**config.mk**
```make
export PLATFORM = sky130hd
export DESIGN_NAME = para_arb
export DESIGN_NICKNAME = d
export VERILOG_FILES = /design/src/rtl/para_arb.sv
export SDC_FILE = /design/constraint.sdc
export NUM_CORES = 1
export LEC_CHECK = 0
export CORE_MARGIN = 3
export CORE_UTILIZATION = 30
export CTS_CLUSTER_DIAMETER = 100
export DETAILED_ROUTE_END_ITERATION = 16
export SETUP_SLACK_MARGIN = 0.3
export SYNTH_ARGS = -nofsm -noshare
export SYNTH_HDL_FRONTEND = slang
export SYNTH_SLANG_ARGS = --single-unit
```
**constraint.sdc**
```tcl
create_clock -name clk_sys -period 6.1 [get_ports clk_sys]
set_input_delay 0.61 -clock clk_sys [delete_from_list [all_inputs] [get_ports clk_sys]]
set_output_delay 0.61 -clock clk_sys [all_outputs]
set_load 0.1 [all_outputs]
```
**src/rtl/para_arb.sv**
```systemverilog
// rtl/para_arb.sv - four-channel para_hit result arbiter with holding registers and drop counting
//
// Purpose:
//   Collects one ring value per channel from four para_hit instances, keeps the
//   oldest unserved value per channel, and presents results one at a time on a
//   valid/ready output stage in round-robin order. New values arriving for a
//   channel that is still pending are discarded and counted.
//
// Optional feature macro: PARA_ARB_STAMP_EN
//   defined   : 32-bit free-running timestamp captured per result, shown on arb_stamp
//   undefined : no timestamp logic, arb_stamp tied to 0
//
// Ports:
//   clk_sys                 system clock, rising edge
//   rst_n                   synchronous active-low reset
//   ph_ring0..ph_ring3      16-bit ring value per channel
//   ph_vld0..ph_vld3        one-cycle strobe qualifying the matching ring value
//   cfg_ch_en[3:0]          per-channel enable
//   cfg_drop_clr            one-cycle pulse clearing stu_drop
//   arb_data[15:0]          granted ring value
//   arb_ch[1:0]             channel index of arb_data
//   arb_stamp[31:0]         capture timestamp of arb_data
//   arb_vld                 output valid
//   arb_rdy                 downstream ready
//   stu_pend[3:0]           per-channel pending flags
//   stu_drop[15:0]          saturating count of discarded results

module para_arb (
    input  logic        clk_sys,
    input  logic        rst_n,
    input  logic [15:0] ph_ring0,
    input  logic [15:0] ph_ring1,
    input  logic [15:0] ph_ring2,
    input  logic [15:0] ph_ring3,
    input  logic        ph_vld0,
    input  logic        ph_vld1,
    input  logic        ph_vld2,
    input  logic        ph_vld3,
    input  logic [3:0]  cfg_ch_en,
    input  logic        cfg_drop_clr,
    output logic [15:0] arb_data,
    output logic [1:0]  arb_ch,
    output logic [31:0] arb_stamp,
    output logic        arb_vld,
    input  logic        arb_rdy,
    output logic [3:0]  stu_pend,
    output logic [15:0] stu_drop
);

    typedef enum logic {
        ST_IDLE = 1'b0,
        ST_SEND = 1'b1
    } state_t;

    state_t      r_state;
    state_t      w_state_nxt;

    logic [3:0]  w_vld;
    logic [15:0] w_ring [4];

    logic [3:0]  r_pend;
    logic [15:0] r_hold_data [4];
    logic [1:0]  r_rr_ptr;

    logic [15:0] r_arb_data;
    logic [1:0]  r_arb_ch;
    logic        r_arb_vld;
    logic [15:0] r_drop;

    logic [3:0]  w_req;
    logic        w_any;
    logic [1:0]  w_sel;
    logic        w_load;
    logic        w_xfer;
    logic [3:0]  w_grant;
    logic [3:0]  w_cap;
    logic [3:0]  w_drop;
    logic [2:0]  w_drop_cnt;
    logic [16:0] w_drop_sum;

    assign w_vld    = {ph_vld3, ph_vld2, ph_vld1, ph_vld0};
    assign w_ring[0] = ph_ring0;
    assign w_ring[1] = ph_ring1;
    assign w_ring[2] = ph_ring2;
    assign w_ring[3] = ph_ring3;

    // A disabled channel's stale pend flag must never win arbitration in the
    // same cycle it is being cleared, so requests are masked by the enable.
    assign w_req = r_pend & cfg_ch_en;

    // First requesting channel at or above rr_ptr, wrapping modulo 4.
    always_comb begin : rr_search
        logic [1:0] idx;
        idx   = '0;
        w_sel = r_rr_ptr;
        w_any = 1'b0;
        for (int i = 0; i < 4; i++) begin
            idx = r_rr_ptr + 2'(i);
            if (!w_any && w_req[idx]) begin
                w_sel = idx;
                w_any = 1'b1;
            end
        end
    end

    // Output FSM: state register
    always_ff @(posedge clk_sys) begin
        if (!rst_n) begin
            r_state <= ST_IDLE;
        end else begin
            r_state <= w_state_nxt;
        end
    end

    // Output FSM: next state and control strobes
    always_comb begin
        w_state_nxt = r_state;
        w_load      = 1'b0;
        w_xfer      = 1'b0;
        case (r_state)
            ST_IDLE: begin
                if (w_any) begin
                    w_load      = 1'b1;
                    w_state_nxt = ST_SEND;
                end
            end
            ST_SEND: begin
                if (r_arb_vld && arb_rdy) begin
                    w_xfer      = 1'b1;
                    w_state_nxt = ST_IDLE;
                end
            end
            default: begin
                w_state_nxt = ST_IDLE;
            end
        endcase
    end

    always_comb begin
        w_grant = '0;
        if (w_load) begin
            w_grant[w_sel] = 1'b1;
        end
    end

    // A channel being granted this cycle frees its holding register at the
    // same edge, so a coincident new value is accepted instead of dropped.
    assign w_cap  = w_vld & cfg_ch_en & (~r_pend | w_grant);
    assign w_drop = w_vld & cfg_ch_en & r_pend & ~w_grant;

    assign w_drop_cnt = 3'(w_drop[0]) + 3'(w_drop[1]) + 3'(w_drop[2]) + 3'(w_drop[3]);
    assign w_drop_sum = {1'b0, r_drop} + 17'(w_drop_cnt);

    // Channel holding registers, output stage and drop counter
    always_ff @(posedge clk_sys) begin
        if (!rst_n) begin
            r_pend     <= '0;
            r_rr_ptr   <= '0;
            r_arb_data <= '0;
            r_arb_ch   <= '0;
            r_arb_vld  <= 1'b0;
            r_drop     <= '0;
            for (int k = 0; k < 4; k++) begin
                r_hold_data[k] <= '0;
            end
        end else begin
            for (int k = 0; k < 4; k++) begin
                if (!cfg_ch_en[k]) begin
                    r_pend[k] <= 1'b0;
                end else if (w_cap[k]) begin
                    r_pend[k] <= 1'b1;
                end else if (w_grant[k]) begin
                    r_pend[k] <= 1'b0;
                end
                if (w_cap[k]) begin
                    r_hold_data[k] <= w_ring[k];
                end
            end

            // The output stage reads the pre-edge holding value, so a same-cycle
            // capture on the granted channel does not disturb the result sent.
            if (w_load) begin
                r_arb_data <= r_hold_data[w_sel];
                r_arb_ch   <= w_sel;
                r_arb_vld  <= 1'b1;
                r_rr_ptr   <= w_sel + 2'd1;
            end else if (w_xfer) begin
                r_arb_vld  <= 1'b0;
            end

            if (cfg_drop_clr) begin
                r_drop <= '0;
            end else if (w_drop_sum[16]) begin
                r_drop <= 16'hFFFF;
            end else begin
                r_drop <= w_drop_sum[15:0];
            end
        end
    end

`ifdef PARA_ARB_STAMP_EN
    logic [31:0] r_ts;
    logic [31:0] r_hold_stamp [4];
    logic [31:0] r_arb_stamp;

    always_ff @(posedge clk_sys) begin
        if (!rst_n) begin
            r_ts        <= '0;
            r_arb_stamp <= '0;
            for (int k = 0; k < 4; k++) begin
                r_hold_stamp[k] <= '0;
            end
        end else begin
            r_ts <= r_ts + 32'd1;
            for (int k = 0; k < 4; k++) begin
                if (w_cap[k]) begin
                    r_hold_stamp[k] <= r_ts;
                end
            end
            if (w_load) begin
                r_arb_stamp <= r_hold_stamp[w_sel];
            end
        end
    end

    assign arb_stamp = r_arb_stamp;
`else
    assign arb_stamp = '0;
`endif

    assign arb_data = r_arb_data;
    assign arb_ch   = r_arb_ch;
    assign arb_vld  = r_arb_vld;
    assign stu_pend = r_pend;
    assign stu_drop = r_drop;

endmodule

```
==> results_tabular.tex <==
\begin{tabular}{lr}
\hline
Metric & Value \\
\hline
\multicolumn{2}{l}{\textbf{Worst setup path}} \\
Cell with the largest stage delay on the worst path & sky130\_fd\_sc\_hd\_\_a41o\_1 \\
Data arrival time of the critical path & 5.30 ns \\
Type of origin of the critical path & input pin \\
Cell Chain, Critical Path & clkdlybuf4s50\_1 > nand2\_1 > a41o\_1 > o31a\_1 > buf\_4 > nand2\_1 > fa\_1 > fa\_1 > inv\_1 > fa\_1 > and3\_1 > nand3\_1 > or3\_1 > or2\_2 > a21oi\_1 \\
Nature of the critical path endpoint & register \\
Delay of the slowest critical-path stage & 0.75 ns \\
Buf+Inv Stages, Crit Path & 3 \\
Required time reported for the critical path endpoint & 6.36 ns \\
Top Family by Delay on Critical Path & simple AND/OR/NAND/NOR gates \\
Most frequent cell on the critical path & sky130\_fd\_sc\_hd\_\_fa\_1 \\
Critical path fanouts, max & 24 \\
Critical setup path kind & input pin to register \\
\multicolumn{2}{l}{\textbf{Global routing}} \\
Vias in the first global route & 3675 \\
Total grt overflow & 0 \\
Global-route wire length before repair & 19.5 mm \\
Initial antenna violation count & 0 \\
Maximum number of pins on one net before global-route repair & 48 \\
Combined global-route utilization of all metal layers & 13.9\% \\
\multicolumn{2}{l}{\textbf{Drt}} \\
Number of antenna-violating nets in the routed design & 0 \\
DRC violation count after routing & 0 \\
DRC marker count from the first detailed-route iteration & 197 \\
Average via count per standard cell & 4.67 \\
Detailed Routing Iterations Pass 1 & 6 \\
Detailed-route wire length & 12.8 mm \\
Count of vias placed by the detailed router & 3623 \\
Average detailed-routed wire length per instance & 16.5 um \\
\multicolumn{2}{l}{\textbf{Clocking}} \\
Sink count of the clock tree & 106 \\
Worst-path clk slew & 0.07 ns \\
TritonCTS clock tree & built \\
Root buffer cell & sky130\_fd\_sc\_hd\_\_clkbuf\_16 \\
Bufs on Longest Clock Path & 2 \\
Worst skew pair latency & 0.35 ns \\
Maximum level of the CTS H-tree & 3 \\
Number of hold-repair buffers added at the cts stage & 0 \\
Num CTS Buffers & 9 \\
Cells resized by post-CTS repair & 0 \\
Post CTS Setup Buffer Count & 0 \\
\multicolumn{2}{l}{\textbf{Timing}} \\
Fmax & 0.199 GHz \\
Period minus WS final & 5.04 ns \\
Final hold viol count & 0 \\
Final Max Tran Viols & 0 \\
Slew HR & 32.3\% \\
Final setup violation count & 0 \\
Worst hold slack & 0.484 ns \\
Final period util & 82.6\% \\
Sum of negative setup slack & 0 ns \\
Worst setup margin & 1.06 ns \\
Post-route clock skew & 0.0101 ns \\
Slew at the pin with the worst max-slew slack & 1.01 ns \\
Setup repair after global routing missed its margin & no \\
\multicolumn{2}{l}{\textbf{Run}} \\
Number of violations of the max-capacitance limit & 0 \\
\multicolumn{2}{l}{\textbf{Floorplan}} \\
Row count & 46 \\
Initial standard-cell utilization of the core & 31.2\% \\
Die Area & 18300 um2 \\
CORE AREA & 16100 um2 \\
Die Ht & 135 um \\
Width of the chip & 135 um \\
IO Count & 147 \\
\multicolumn{2}{l}{\textbf{Finish}} \\
Final-layout fill cell count & 1576 \\
Commonest non-fill, non-tap cell in the layout & sky130\_fd\_sc\_hd\_\_clkdlybuf4s50\_1 \\
Reg area & 2760 um2 \\
Total Nets Final & 637 \\
Footprint of the multi-input gates & 1980 um2 \\
Proportion of layout cells with a drive suffix above 1 & 4.82\% \\
Final standard cell area without fillers & 6500 um2 \\
Most used cells in the layout excluding fill and tap cells & sky130\_fd\_sc\_hd\_\_clkdlybuf4s50\_1, sky130\_fd\_sc\_hd\_\_edfxtp\_1, sky130\_fd\_sc\_hd\_\_and2\_1 \\
Post-synthesis to final-layout area growth & 29.3\% \\
N\_diodes & 0 \\
\multicolumn{2}{l}{\textbf{Place}} \\
Number of buffers added on ports & 114 \\
Final HPWL from detailed placement & 9.33 mm \\
Final weighted congestion in routability-driven placement & 0.859 \\
Worst setup slack before clock tree synthesis & 0.713 ns \\
Instance area at placement & 6230 um2 \\
\multicolumn{2}{l}{\textbf{Synthesis}} \\
Number of synthesized register bits & 106 \\
Post-synthesis async set-or-reset flop share & 0\% \\
Gate count after technology mapping & 450 \\
Avg Cell Area, Syn & 11.2 um2 \\
Netlist area before placement & 5030 um2 \\
Synth top area share & 38.2\% \\
Primary FF master, synth & sky130\_fd\_sc\_hd\_\_edfxtp\_1 \\
Cells taking the most area after synthesis & sky130\_fd\_sc\_hd\_\_edfxtp\_1, sky130\_fd\_sc\_hd\_\_dfxtp\_1, sky130\_fd\_sc\_hd\_\_mux2i\_1 \\
Largest area contributor in the synthesized netlist & sky130\_fd\_sc\_hd\_\_edfxtp\_1 \\
Synth warn & 0 \\
Proportion of synthesized chip area in sequential cells & 55.0\% \\
Synth cell types & 51 \\
EDFF count, synth & 64 \\
\multicolumn{2}{l}{\textbf{Outcome}} \\
Outcome & finished clean \\
\multicolumn{2}{l}{\textbf{Power}} \\
Power density over cell area & 268 nW/um2 \\
Pleak & 2.41 nW \\
Power after layout & 1.74 mW \\
Max IR drop VDD & 137 uV \\
\multicolumn{2}{l}{\textbf{Worst hold path}} \\
Tightest Hold Check Type & register to register \\
\hline
\end{tabular}
-- sequential cells by signal, indices dropped and copies added, names as in the netlist --
signal	flops
arb_data	16
r_rr_ptr	2
arb_ch	2
arb_vld	1
r_hold_data	64
r_state	1
stu_drop	16
stu_pend	4
-- stage by stage --
| stage | cells | util, % |
|---|---|---|
| 4_1_cts | 776 | 40.3 |
| 3_3_place_gp | 760 | 38.6 |
| 2_1_floorplan | 481 | - |
| 6_report | 776 | 40.3 |
| 3_5_place_dp | 760 | 38.6 |
| 5_1_grt | 776 | 40.3 |
-- tightest hold or removal path, delay by kind of cell (launching register included) --
family             cells  cell delay, ns
and+or+nand+nor        1            0.06
DFF                    1            0.33
AOI/OAI and AO/OA      1            0.05
-- routing by layer --
| metal | track usage (%) | up-vias | wire length, um |
|---|---|---|---|
| li1 | - | 1752 | - |
| met3 | 4.20 | 11 | 723 |
| met4 | 3.64 | 0 | 164 |
| met2 | 23.6 | 131 | 6500 |
| met5 | 0 | - | 0 |
| met1 | 17.1 | 1729 | 5420 |
-- report_power, final --
group | leakage (nW) | total [mW] | internal [mW] | switching (mW)
Sequential | 1.02 | 0.825 | 0.804 | 0.0210
Combinational | 1.26 | 0.378 | 0.107 | 0.271
Clock | 0.131 | 0.541 | 0.288 | 0.253
-- cell usage after synthesis, types with 7 or more instances --
cell type,count
sky130_fd_sc_hd__a21oi_1,21
sky130_fd_sc_hd__and2_1,51
sky130_fd_sc_hd__buf_2,7
sky130_fd_sc_hd__buf_4,32
sky130_fd_sc_hd__clkbuf_1,12
sky130_fd_sc_hd__dfxtp_1,42
sky130_fd_sc_hd__edfxtp_1,64
sky130_fd_sc_hd__inv_1,11
sky130_fd_sc_hd__mux2i_1,34
sky130_fd_sc_hd__nand2_1,28
sky130_fd_sc_hd__nand3_1,44
sky130_fd_sc_hd__nor2_1,22
sky130_fd_sc_hd__o221ai_1,16
sky130_fd_sc_hd__xor2_1,7
-- worst paths after layout --
check,from,to,slack [ns],cells past startpoint
worst max-delay path,cfg_ch_en[0],stu_drop[4],1.06,15
worst min-delay path,arb_ch[0],arb_ch[0],0.48,2
worst max register to register,stu_pend[0],stu_drop[4],1.53,14
worst min register to register,arb_ch[0],arb_ch[0],0.48,2
-- cell type report --
class | instances | share of cell area [%]
tap | 216 | 4.16
inverter | 12 | 0.693
multi-input combinational | 308 | 30.5
timing repair buffer | 118 | 17.9
clock inverter | 4 | 0.385
clock buffer | 12 | 3.79
sequential | 106 | 42.5
-- cell families (layout without fill, tap and decap cells) --
kind of cell | count (synthesis) | count (layout) | synth area share, %
other | 1 | 32 | 0.0746
adders and majority gates | 6 | 6 | 1.94
buffers and inverters | 67 | 146 | 8.02
AOI/OAI and AO/OA | 61 | 61 | 9.11
xor gates and xnor gates | 11 | 11 | 1.92
and+or+nand+nor | 164 | 164 | 17.2
muxes | 34 | 34 | 6.77
DFF | 106 | 106 | 55.0
No activity file was read; power rests on OpenSTA's default activity.
